$ cat config.mk
export PLATFORM = sky130hd
export DESIGN_NAME = stopwatch_time_counter
export DESIGN_NICKNAME = d
export VERILOG_FILES = /design/src/rtl/stopwatch_pkg.sv /design/src/rtl/tick_edge_sync.sv /design/src/rtl/stopwatch_time_counter.sv
export SDC_FILE = /design/constraint.sdc
export NUM_CORES = 1
export LEC_CHECK = 0
export BUFFER_PORTS_ARGS = -buffer_cell sky130_fd_sc_hd__buf_2
export CORE_AREA = 8 8 55 57
export CTS_BUF_LIST = sky130_fd_sc_hd__clkbuf_4
export DETAILED_ROUTE_END_ITERATION = 10
export DIE_AREA = 0 0 63 65
export HOLD_SLACK_MARGIN = 0.1
export PLACE_DENSITY_LB_ADDON = 0.1
export SYNTH_ARGS = -nofsm -noshare
export SYNTH_HDL_FRONTEND = slang
export SYNTH_HIERARCHICAL = 1
export SYNTH_SLANG_ARGS = --single-unit
$ cat constraint.sdc
create_clock -name clk -period 2.95 [get_ports clk]
set_input_delay 0.59 -clock clk [delete_from_list [all_inputs] [get_ports clk]]
set_output_delay 0.59 -clock clk [all_outputs]
set_load 0.03 [all_outputs]
$ cat src/rtl/stopwatch_pkg.sv
// Purpose: shared encodings and field widths for the stopwatch time counter.
// Latency: n/a (types and constants only).
// Backpressure: n/a.
package stopwatch_pkg;

    localparam int TENTHS_W = 4;
    localparam int SEC_W    = 6;
    localparam int MIN_W    = 6;

    localparam logic [TENTHS_W-1:0] TENTHS_MAX = 4'd9;
    localparam logic [SEC_W-1:0]    SEC_MAX    = 6'd59;

    typedef enum logic [1:0] {
        ST_IDLE  = 2'd0,
        ST_RUN   = 2'd1,
        ST_PAUSE = 2'd2
    } sw_state_e;

    // Packed snapshot of the displayed time, used by the lap bank.
    typedef struct packed {
        logic [MIN_W-1:0]    min;
        logic [SEC_W-1:0]    sec;
        logic [TENTHS_W-1:0] tenths;
    } sw_time_t;

endpackage

$ cat src/rtl/tick_edge_sync.sv
// Purpose: synchronise the divider's 10 Hz square wave and emit a 1-cycle pulse per rising edge.
// Latency: pulse is registered, SYNC_STAGES+1 clk cycles after tick_clk_i rises.
// Backpressure: none; every detected rising edge produces exactly one pulse.
// Ports: clk, reset_n (async active-low), tick_clk_i (async data in), tick_o (pulse out).
module tick_edge_sync #(
    parameter int SYNC_STAGES = 2
) (
    input  logic clk,
    input  logic reset_n,
    input  logic tick_clk_i,
    output logic tick_o
);

    logic [SYNC_STAGES-1:0] sync_q;
    logic [SYNC_STAGES-1:0] prime_q;
    logic                   prev_q;
    logic                   armed_q;
    logic                   tick_q;

    // prime_q walks a 1 through the chain alongside the data; armed_q only rises once
    // prev_q holds a genuinely sampled level, so a wave that was already high at reset
    // release does not look like a rising edge while the chain refills.
    always_ff @(posedge clk or negedge reset_n) begin
        if (!reset_n) begin
            sync_q  <= '0;
            prime_q <= '0;
            prev_q  <= 1'b0;
            armed_q <= 1'b0;
            tick_q  <= 1'b0;
        end else begin
            sync_q  <= {sync_q[SYNC_STAGES-2:0], tick_clk_i};
            prime_q <= {prime_q[SYNC_STAGES-2:0], 1'b1};
            prev_q  <= sync_q[SYNC_STAGES-1];
            armed_q <= prime_q[SYNC_STAGES-1];
            tick_q  <= armed_q & sync_q[SYNC_STAGES-1] & ~prev_q;
        end
    end

    assign tick_o = tick_q;

endmodule

$ cat src/rtl/stopwatch_time_counter.sv
// Purpose: count elapsed tenths/seconds/minutes from divider ticks under a run/pause/clear FSM.
// Latency: o_tick 3 clk after i_tick_clk rises (default); time outputs update 1 clk after o_tick.
// Backpressure: none; buttons are single-cycle pulses, clear has priority over run and tick.
// Ports: clk, reset_n, i_tick_clk, i_run_btn, i_clear_btn, i_lap_btn ->
//        o_tenths, o_sec, o_min, o_running, o_tick, o_overflow.
// Option: define STOPWATCH_LAP_EN to build the lap freeze bank; otherwise i_lap_btn is ignored.
module stopwatch_time_counter
    import stopwatch_pkg::*;
#(
    parameter int SYNC_STAGES = 2,
    parameter int MAX_MIN     = 59
) (
    input  logic                clk,
    input  logic                reset_n,
    input  logic                i_tick_clk,
    input  logic                i_run_btn,
    input  logic                i_clear_btn,
    input  logic                i_lap_btn,
    output logic [TENTHS_W-1:0] o_tenths,
    output logic [SEC_W-1:0]    o_sec,
    output logic [MIN_W-1:0]    o_min,
    output logic                o_running,
    output logic                o_tick,
    output logic                o_overflow
);

    localparam logic [MIN_W-1:0] MIN_LAST = MIN_W'(MAX_MIN);

    logic                tick;
    sw_state_e           state_q;
    logic                running_q;
    logic [TENTHS_W-1:0] tenths_q, tenths_d;
    logic [SEC_W-1:0]    sec_q,    sec_d;
    logic [MIN_W-1:0]    min_q,    min_d;
    logic                ovf_q,    ovf_d;

    tick_edge_sync #(
        .SYNC_STAGES (SYNC_STAGES)
    ) u_tick_sync (
        .clk        (clk),
        .reset_n    (reset_n),
        .tick_clk_i (i_tick_clk),
        .tick_o     (tick)
    );

    // Run/pause/clear FSM. running_q is decoded from the next state so o_running
    // comes straight from a flop.
    always_ff @(posedge clk or negedge reset_n) begin
        if (!reset_n) begin
            state_q   <= ST_IDLE;
            running_q <= 1'b0;
        end else if (i_clear_btn) begin
            state_q   <= ST_IDLE;
            running_q <= 1'b0;
        end else if (i_run_btn) begin
            case (state_q)
                ST_RUN: begin
                    state_q   <= ST_PAUSE;
                    running_q <= 1'b0;
                end
                default: begin
                    state_q   <= ST_RUN;
                    running_q <= 1'b1;
                end
            endcase
        end
    end

    // Cascaded counters. The count decision uses the current state, so a tick that
    // coincides with a run press is counted in RUN and ignored in PAUSE/IDLE.
    always_comb begin
        tenths_d = tenths_q;
        sec_d    = sec_q;
        min_d    = min_q;
        ovf_d    = 1'b0;
        if (i_clear_btn) begin
            tenths_d = '0;
            sec_d    = '0;
            min_d    = '0;
        end else if ((state_q == ST_RUN) && tick) begin
            if (tenths_q == TENTHS_MAX) begin
                tenths_d = '0;
                if (sec_q == SEC_MAX) begin
                    sec_d = '0;
                    if (min_q == MIN_LAST) begin
                        min_d = '0;
                        ovf_d = 1'b1;
                    end else begin
                        min_d = min_q + MIN_W'(1);
                    end
                end else begin
                    sec_d = sec_q + SEC_W'(1);
                end
            end else begin
                tenths_d = tenths_q + TENTHS_W'(1);
            end
        end
    end

    always_ff @(posedge clk or negedge reset_n) begin
        if (!reset_n) begin
            tenths_q <= '0;
            sec_q    <= '0;
            min_q    <= '0;
            ovf_q    <= 1'b0;
        end else begin
            tenths_q <= tenths_d;
            sec_q    <= sec_d;
            min_q    <= min_d;
            ovf_q    <= ovf_d;
        end
    end

`ifdef STOPWATCH_LAP_EN
    logic     lap_act_q;
    sw_time_t lap_time_q;

    // Freeze holds the time shown when lap was pressed; the live counters keep going.
    // Leaving RUN via the run button, a second lap press, or clear all release it.
    always_ff @(posedge clk or negedge reset_n) begin
        if (!reset_n) begin
            lap_act_q  <= 1'b0;
            lap_time_q <= '0;
        end else if (i_clear_btn) begin
            lap_act_q  <= 1'b0;
        end else if (i_run_btn && (state_q == ST_RUN)) begin
            lap_act_q  <= 1'b0;
        end else if (i_lap_btn && lap_act_q) begin
            lap_act_q  <= 1'b0;
        end else if (i_lap_btn && (state_q == ST_RUN)) begin
            lap_act_q  <= 1'b1;
            lap_time_q <= '{min: min_q, sec: sec_q, tenths: tenths_q};
        end
    end

    assign o_tenths = lap_act_q ? lap_time_q.tenths : tenths_q;
    assign o_sec    = lap_act_q ? lap_time_q.sec    : sec_q;
    assign o_min    = lap_act_q ? lap_time_q.min    : min_q;
`else
    // Lap input has no function in this build; tie it off so it is not left dangling.
    logic unused_lap_btn;
    assign unused_lap_btn = i_lap_btn;

    assign o_tenths = tenths_q;
    assign o_sec    = sec_q;
    assign o_min    = min_q;
`endif

    assign o_running  = running_q;
    assign o_tick     = tick;
    assign o_overflow = ovf_q;

endmodule

==> results of run 1 <==
worst max-delay path: stages, from the launching register on:
cell,delay (ps)
dfrtp_1,430
nand3b_1,370
or4_1,780
a21o_1,220
a32o_1,250
layout make-up:
cell class                      count  area share [%]
Clock buffer                        3           1.604
Sequential cell                    26           46.35
Inverter                            4           1.070
Clock inverter                      1           2.139
Multi-Input combinational cell     84           38.15
Tap cell                           28           2.496
Timing Repair Buffer               23           8.200
cells by family after synthesis:
kind of cell / count (synthesis)
buffers and inverters: 8
other: 1
XOR/XNOR: 1
flip-flops: 26
AND/OR/NAND/NOR: 50
adder cells (fa/ha/maj): 4
multiplexers: 2
AO/OA/AOI/OAI: 26
routing by layer:
layer  share of wire, %  up-vias  wire length [um]
met4               0.55        0                14
met2                 50       17              1273
met3                3.7        2                93
li1                   -      465                 -
met1                 45      497              1149
met5                  0        -                 0
sequential cells by signal (all words and copies together) (netlist names), 2 cells and up:
signal and flops:
o_min 6, o_sec 6, o_tenths 4, state_q 2
u_tick_sync/prime_q 2, u_tick_sync/sync_q 2
power by group:
part / switching (mW) / total (mW) / leakage [nW] / internal, mW
registers: 0.00371 / 0.367 / 0.347 / 0.363
clock network: 0.109 / 0.246 / 0.0279 / 0.137
logic: 0.0203 / 0.0271 / 0.325 / 0.00678
path summary, 6_finish.rpt:
path,endpoint,cells past startpoint,slack [ps],from
worst max-delay path,o_min[5],4,820,state_q[1]
worst min-delay path,o_tenths[2],1,230,reset_n
worst max register to register,o_min[5],4,820,state_q[1]
max in group asynchronous,u_tick_sync/tick_o,1,2340,reset_n
min in group clk,u_tick_sync/sync_q[0],1,360,i_tick_clk
worst min register to register,u_tick_sync/sync_q[1],0,370,u_tick_sync/sync_q[0]
layout by cell type, fill, tap and decap left out:
cell type and instances:
dfrtp_1 26, or4_1 1, and3b_1 2, o32ai_1 1, nand4b_1 3, nand4_1 1, ha_1 4, nor4_1 1
nand3b_1 3, buf_2 23, o211a_1 1, a21o_1 1, or2b_1 1, bufinv_16 1, nand3b_4 1, and3_1 1
nand2_1 7, clkbuf_4 3, nor2_1 10, nor3_1 7, or3b_2 2, mux2i_1 2, o21ai_0 8, xnor2_1 1
and2_2 1, a32o_1 2, and3b_2 1, and2_1 1, nand2b_1 1, nand3_1 6, o22ai_1 1, conb_1 1
a21oi_1 11, a311oi_1 1, inv_1 4
==> impl_metrics.tcl, run 1 <==
set metrics [dict create \
    yosys-top-cells-count "dfrtp_1 (26), a21oi_1 (11), nor2_1 (10)" \
    synth-main-ff-cell "dfrtp_1" \
    total_power_mw 0.6404 \
    synthXorXnorAreaFrac_pct 0.7107 \
    antenna_found_initial 0 \
    required_ps 3180 \
    syn_avg_cell_area_um2 10.44 \
    ios 25 \
    finalWirelength_um 2531 \
    grt_util_all_layers_pct 12.50 \
    first_iter_violations 40 \
    fp.dieArea_um2 4095 \
    route.detailed.drc 0 \
    grt_max_degree 27 \
    vias 981 \
    multi_input_area_um2 535.5 \
    finalHoldViolCount 0 \
    nNetsFinal 152 \
    fin_util_pct 65.35 \
    cp_max_fo 11 \
    slew_viol_final 0 \
    grt-ovfl-total 0 \
    synth_top_family_by_area "simple AND/OR/NAND/NOR gates" \
    yosysMostFrequentCell "dfrtp_1" \
    synthAdderAreaFrac_pct 4.061 \
    muxShareOfSynthArea_pct 1.624 \
    cts_sinks 26 \
    synth_top_area_share_pct 52.79 \
    tightest_slew_ps 717.1 \
    path_class "flop to flop" \
    synth_cell_types 35 \
    cts_root_buf "clkbuf_4" \
    p_per_area_nw_per_um2 456.2 \
    met3_usage_pct 3.780 \
    cts_buffers 3 \
    gp_congestion 0.7703 \
    cts_tree "done" \
    path_clk_slew_ps 150 \
    p_leak_nw 0.7006 \
    viasPerCell 5.805 \
    syn_to_final_growth_pct 13.91 \
    fin_ws_ps 819.7 \
    htreeDepth 1 \
    cp-end-kind "flop" \
    relSlewSlack_pct 51.75 \
    design_area_um2 1404 \
    synth_area_um2 1232 \
    skew_ps 2.234 \
    postCtsSetupBuffers 0 \
    startpoint_type "flop" \
    antenna_cells 0 \
    ys_ff_latch 26 \
    pre_cts_ws_ps 858.9 \
    grt_pass1_vias 984 \
    dp_cells 165 \
    max_freq_mhz 469.4 \
    rows 17 \
    rsz0062_at_grt "no" \
    fp.dieH_um 65 \
    synth-edff-count 0 \
    clock_latency_ps 320 \
    grt_pass1_wl_um 4250 \
    dpl_cell_area_um2 1351 \
    hold_path.class "input pin to asynchronous set/reset pin" \
    tns_ps 0 \
    status "complete, no violations" \
    nFillCells 170 \
    clockBufferDepth 2 \
    finalCriticalPeriod_ps 2130 \
    grt.busiest_layer "met2" \
    synth_compound_gate_area_share_pct 12.69 \
    ctsResizeCount 0 \
    fp.dieW_um 63 \
    critical_path_arrival_ps 2360 \
    first_pass_iters 4 \
    core_area_um2 2148 \
    io_buffers 23 \
    power.ir.vdd_worst_uv 304.7 \
    start_util_pct 57.37 \
    ys_seq_area_share_pct 52.79 \
    yosysTopAreaCell "dfrtp_1" \
    wl_per_cell_um 14.98 \
    final_antenna_net_count 0 \
    yosysWarnings 6 \
    period_share_pct 72.21 \
    ys_top_cells_by_area "dfrtp_1 (53%), a21oi_1 (4.5%), ha_1 (4.1%), o21ai_0 (3.2%), nor2_1 (3.0%)" \
    dp_hpwl_um 1827 \
    report.final.setup_viol 0 \
    met1_usage_pct 13.86 \
    syn_nets 128 \
    hold_ws_ps 232.6 \
    async_reset_ff_share_pct 100.0 \
    instances_no_fill 169 \
    synth_cells 118 \
    use_met2_pct 21.64 \
    maxCapViolations 0 \
    hold_buffers 0 \
    yosys.area_share.simple_pct 24.06 \
    seqCellArea_um2 650.6 \
    drive_gt1_share_pct 22.70 \
]
No activity file was read; power rests on OpenSTA's default activity.
==> inputs of run 2 (changes only) <==
CORE_AREA = 8 8 59 61   (was 8 8 55 57)
DIE_AREA = 0 0 67 69   (was 0 0 63 65)
clock period = 1.85 ns   (was 2.95 ns; I/O delays follow)
==> impl_metrics.tcl, run 2 (synthesized netlist as in run 1, its figures left out) <==
set metrics [dict create \
    status "complete, no violations" \
    first_pass_iters 4 \
    clock_latency_ps 320 \
    maxCapViolations 0 \
    clockBufferDepth 2 \
    vias 1009 \
    grt_max_degree 27 \
    fp.dieArea_um2 4623 \
    rows 19 \
    cpPeakStageDelay_ps 450 \
    path_delay_family "simple AND/OR/NAND/NOR gates" \
    cts_root_buf "clkbuf_4" \
    final_antenna_net_count 0 \
    grt_util_all_layers_pct 11.73 \
    crit_buf_inv 0 \
    wl_per_cell_um 14.45 \
    critPathSlowestCell "or4_4" \
    combPwrFrac_pct 4.6 \
    total_power_mw 1.024 \
    ios 25 \
    path_class "flop to flop" \
    core_area_um2 2615 \
    startpoint_type "flop" \
    syn_to_final_growth_pct 24.16 \
    p_clk_share_pct 38.3 \
    relSlewSlack_pct 60.22 \
    gp_congestion 0.7874 \
    cp-end-kind "flop" \
    switching_share_pct 20.77 \
    cp_max_fo 4 \
    fin_util_pct 58.52 \
    grt_pass1_wl_um 4381 \
    drive_gt1_share_pct 33.55 \
    required_ps 2080 \
    path_clk_slew_ps 150 \
    io_buffers 23 \
    antenna_cells 0 \
    htreeDepth 1 \
    p_per_area_nw_per_um2 669.5 \
    p_switching_mw 0.2128 \
    route.detailed.drc 0 \
    grt_pass1_vias 1011 \
    cts_sinks 26 \
    tns_ps 0 \
    seqPwrFrac_pct 57.1 \
    skew_ps 7.336 \
    finalWirelength_um 2645 \
    nNetsFinal 163 \
    start_util_pct 47.13 \
    finalCriticalPeriod_ps 1787 \
    rsz0062_at_grt "no" \
    dp_hpwl_um 1903 \
    viasPerCell 5.514 \
    mostFrequentLayoutCells "buf_2 (23), dfrtp_1 (22), a21oi_1 (10), nor2_1 (10), buf_4 (10)" \
    period_share_pct 96.59 \
    power.internal_mw 0.8117 \
    tightest_slew_ps 596.7 \
    antenna_found_initial 0 \
    slew_viol_final 0 \
    first_iter_violations 84 \
    p_leak_nw 0.7473 \
    max_freq_mhz 559.6 \
    finalHoldViolCount 0 \
    grt-ovfl-total 0 \
    report.final.setup_viol 0 \
    hold_ws_ps 145.2 \
    cts_tree "done" \
    ff2ff_setup_slack_ps 60 \
    fp.dieH_um 69 \
    crit_path_cell_trace "ha_4 > or2b_1 > or4_4 > a21o_1 > a32o_1" \
    power.ir.vdd_worst_uv 552.7 \
    critical_path_arrival_ps 2020 \
    final_common_cell "buf_2" \
    cts_buffers 3 \
    hold_path.class "input pin to flop" \
    fp.dieW_um 67 \
]
[run 2: cell count changes in the layout (fill, tap and decap cells not counted), moves of 2 or more]
| cell | before | now |
|---|---|---|
| buf_4 | 0 | 10 |
| dfrtp_1 | 26 | 22 |
| dfrtp_2 | 0 | 4 |
| ha_1 | 4 | 2 |
| ha_4 | 0 | 2 |
[run 2: final cells by class]
class,instances,area [um^2]
Tap cell,31,38.79
Clock buffer,3,22.52
Inverter,4,15.01
Sequential cell,26,655.6
Timing Repair Buffer,34,200.2
Clock inverter,1,30.03
Multi-Input combinational cell,84,568.0
Fill cell,249,1085
[run 2: through the flow]
stage / std cells / setup WS (ps) / area [um^2]
after floorplan: 118 / -99.07 / 1272
after global placement: 176 / 77.53 / 1449
after detailed placement: 176 / 70.82 / 1449
after CTS: 181 / 42.93 / 1511
after global routing: 183 / 2.477 / 1530
final: 183 / 63.13 / 1530
[run 2: worst paths after layout]
kind,from,end,depth (start not counted)
worst max-delay path,o_sec[0],o_min[5],5
min in group asynchronous,reset_n,o_sec[2],2
worst min-delay path,i_tick_clk,u_tick_sync/sync_q[0],1
max in group asynchronous,reset_n,o_tenths[0],2
worst max register to register,o_sec[0],o_min[5],5
worst min register to register,u_tick_sync/sync_q[0],u_tick_sync/sync_q[1],0
[run 2: routing by layer]
layer	vias up	routed length (um)	track usage, %
met1	492	1145	13.45
met3	2	122	2.908
met4	0	15	3.721
met5	-	0	0
li1	494	-	-
met2	21	1362	20.32
[run 2: power groups by stage]
| stage | logic (mW) | clock network (mW) | registers, mW |
|---|---|---|---|
| floorplan | 0.0187 | 0 | 0.602 |
| global placement | 0.0456 | 0 | 0.596 |
| detailed placement | 0.0466 | 0 | 0.597 |
| CTS | 0.0482 | 0.406 | 0.586 |
| global route | 0.0523 | 0.421 | 0.588 |
| finish | 0.0467 | 0.392 | 0.585 |
[run 2: timing repair]
item                                   CTS  global route
setup buffers                            0             2
setup endpoints to repair                0             3
endpoints found under the hold margin   26             0
hold buffers                             1             0
gates resized for setup                  0             2
==> inputs of run 3 (changes only) <==
ABC_AREA = 1   (was unset)
CORE_AREA = 8 8 60 62   (was 8 8 59 61)
DIE_AREA = 0 0 68 70   (was 0 0 67 69)
==> impl_metrics.tcl, run 3 <==
set metrics [dict create \
    finalCriticalPeriod_ps 1422 \
    p_per_area_nw_per_um2 678.9 \
    core_area_um2 2663 \
    grt_util_all_layers_pct 11.13 \
    fp.dieArea_um2 4760 \
    ctsResizeCount 0 \
    fp.dieW_um 68 \
    antenna_found_initial 0 \
    instances_no_fill 205 \
    crit_path_cell_trace "buf_2" \
    period_share_pct 76.86 \
    power.internal_mw 0.8138 \
    synth_cell_types 24 \
    finalWirelength_um 2509 \
    yosys-top-cells-count "nand2_1 (41), dfrtp_1 (26), nand3_1 (17)" \
    muxShareOfSynthArea_pct 0 \
    postCtsSetupBuffers 0 \
    slew_viol_final 0 \
    cts_buffers 3 \
    fp.dieH_um 70 \
    seqPwrFrac_pct 56.7 \
    path_clk_slew_ps 140 \
    grt_pass1_wl_um 4257 \
    hold_buffers 1 \
    route.detailed.drc 0 \
    htreeDepth 1 \
    tns_ps 0 \
    cp_max_fo 6 \
    design_area_um2 1521 \
    vias 1012 \
    first_pass_iters 4 \
    synth_compound_gate_area_share_pct 4.298 \
    max_freq_mhz 703.3 \
    p_switching_mw 0.2191 \
    reg2reg_from "o_sec[0]" \
    tightest_slew_ps 580.0 \
    required_ps 1480 \
    synthXorXnorAreaFrac_pct 3.343 \
    viasPerCell 4.937 \
    cp-end-kind "output pin" \
    ys_seq_area_share_pct 49.67 \
    finalHoldViolCount 0 \
    p_leak_nw 0.8381 \
    final_antenna_net_count 0 \
    async_reset_ff_share_pct 100.0 \
    cts_tree "done" \
    drive_gt1_share_pct 25.29 \
    yosys.area_share.simple_pct 33.72 \
    combPwrFrac_pct 5.8 \
    first_iter_violations 56 \
    dp_cells 200 \
    grt-ovfl-total 0 \
    power.ir.vdd_worst_uv 528.8 \
    clock_latency_ps 320 \
    synth_top_area_share_pct 49.67 \
    start_util_pct 49.20 \
    io_buffers 23 \
    synthAdderAreaFrac_pct 3.820 \
    cts_root_buf "clkbuf_4" \
    yosysTopAreaCell "dfrtp_1" \
    syn_nets 157 \
    yosysMostFrequentCell "nand2_1" \
    synth-main-ff-cell "dfrtp_1" \
    antenna_cells 0 \
    ys_ff_latch 26 \
    cts_sinks 26 \
    synth-edff-count 0 \
    yosysWarnings 6 \
    ys_top_cells_by_area "dfrtp_1 (50%), nand2_1 (12%), nand3_1 (6.5%), ha_1 (3.8%), nand2_4 (3.4%)" \
    path_class "flop to output pin" \
    grt_pass1_vias 976 \
    skew_ps 8.312 \
    crit_buf_inv 1 \
    syn_to_final_growth_pct 16.14 \
    rows 19 \
    clockBufferDepth 2 \
    hold_path.class "input pin to flop" \
    maxCapViolations 0 \
    nNetsFinal 185 \
    ios 25 \
    path_delay_family "flip-flops" \
    switching_share_pct 21.22 \
    dpl_cell_area_um2 1459 \
    status "complete, no violations" \
    critical_path_arrival_ps 1050 \
    wl_per_cell_um 12.24 \
    rsz0062_at_grt "no" \
    p_clk_share_pct 37.5 \
    mostFrequentLayoutCells "nand2_1 (41), dfrtp_1 (26), buf_2 (23)" \
    relSlewSlack_pct 61.34 \
    synth_area_um2 1310 \
    worstHoldStart "i_tick_clk" \
    cpPeakStageDelay_ps 490 \
    synth_cells 147 \
    startpoint "o_min[2]" \
    report.final.setup_viol 0 \
    dp_hpwl_um 1873 \
    grt_max_degree 27 \
    syn_avg_cell_area_um2 8.912 \
    final_common_cell "nand2_1" \
    critPathSlowestCell "dfrtp_1" \
    startpoint_type "flop" \
    synth_top_family_by_area "simple AND/OR/NAND/NOR gates" \
    gp_congestion 0.7811 \
]
==> run 3: layout make-up <==
class / instances / area (um^2)
multi-input cells: 105 / 595.6
well taps: 31 / 38.79
flip-flops and latches: 26 / 650.6
inverters: 15 / 58.81
clock inverters: 1 / 30.03
fillers: 263 / 1141
clock buffers: 3 / 22.52
repair buffers: 24 / 125.1
==> run 3: per-layer routing <==
| metal | global-route usage (%) | wire length [um] | vias to the layer above |
|---|---|---|---|
| met3 | 2.392 | 129 | 2 |
| met4 | 4.100 | 15 | 0 |
| li1 | - | - | 519 |
| met5 | 0 | 0 | - |
| met2 | 17.75 | 1209 | 17 |
| met1 | 14.10 | 1155 | 474 |
==> run 3: logic make-up (layout without fill, tap and decap cells) <==
logic type / count (synthesis) / in the layout
and+or+nand+nor: 84 / 84
DFF: 26 / 26
buffers and inverters: 16 / 43
AOI/OAI and AO/OA: 11 / 11
xor gates and xnor gates: 5 / 5
adders and majority gates: 4 / 4
other: 1 / 1
==> run 3: stage by stage <==
step / total power, mW / hold WS (ps) / utilization (%) / setup slack, ps
after CTS: 1.052 / 125.9 / 57.14 / 403.8
after detailed placement: 0.6571 / 341.2 / 54.79 / 442.9
after global placement: 0.6546 / 333.9 / 54.79 / 482.3
final: 1.033 / 146.7 / 57.14 / 428.1
after floorplan: 0.6307 / 74.41 / - / 396.5
after global routing: 1.084 / 120.7 / 57.14 / 296.6
==> run 3: power groups by stage <==
stage	Combinational (mW)	Clock, mW	Sequential [mW]
final	0.0602	0.387	0.586
after global routing	0.0685	0.427	0.588
after CTS	0.0616	0.404	0.586
after detailed placement	0.0601	0	0.597
after global placement	0.0585	0	0.596
after floorplan	0.0291	0	0.602
==> run 3: path summary, 6_finish.rpt <==
check / end / slack (ps) / cells past startpoint
worst max-delay path: o_min[2] / 430 / 1
max in group asynchronous: o_min[0] / 910 / 2
worst min register to register: u_tick_sync/sync_q[1] / 370 / 0
min in group asynchronous: o_tenths[2] / 560 / 2
worst max register to register: o_min[5] / 430 / 7
worst min-delay path: u_tick_sync/sync_q[0] / 150 / 1
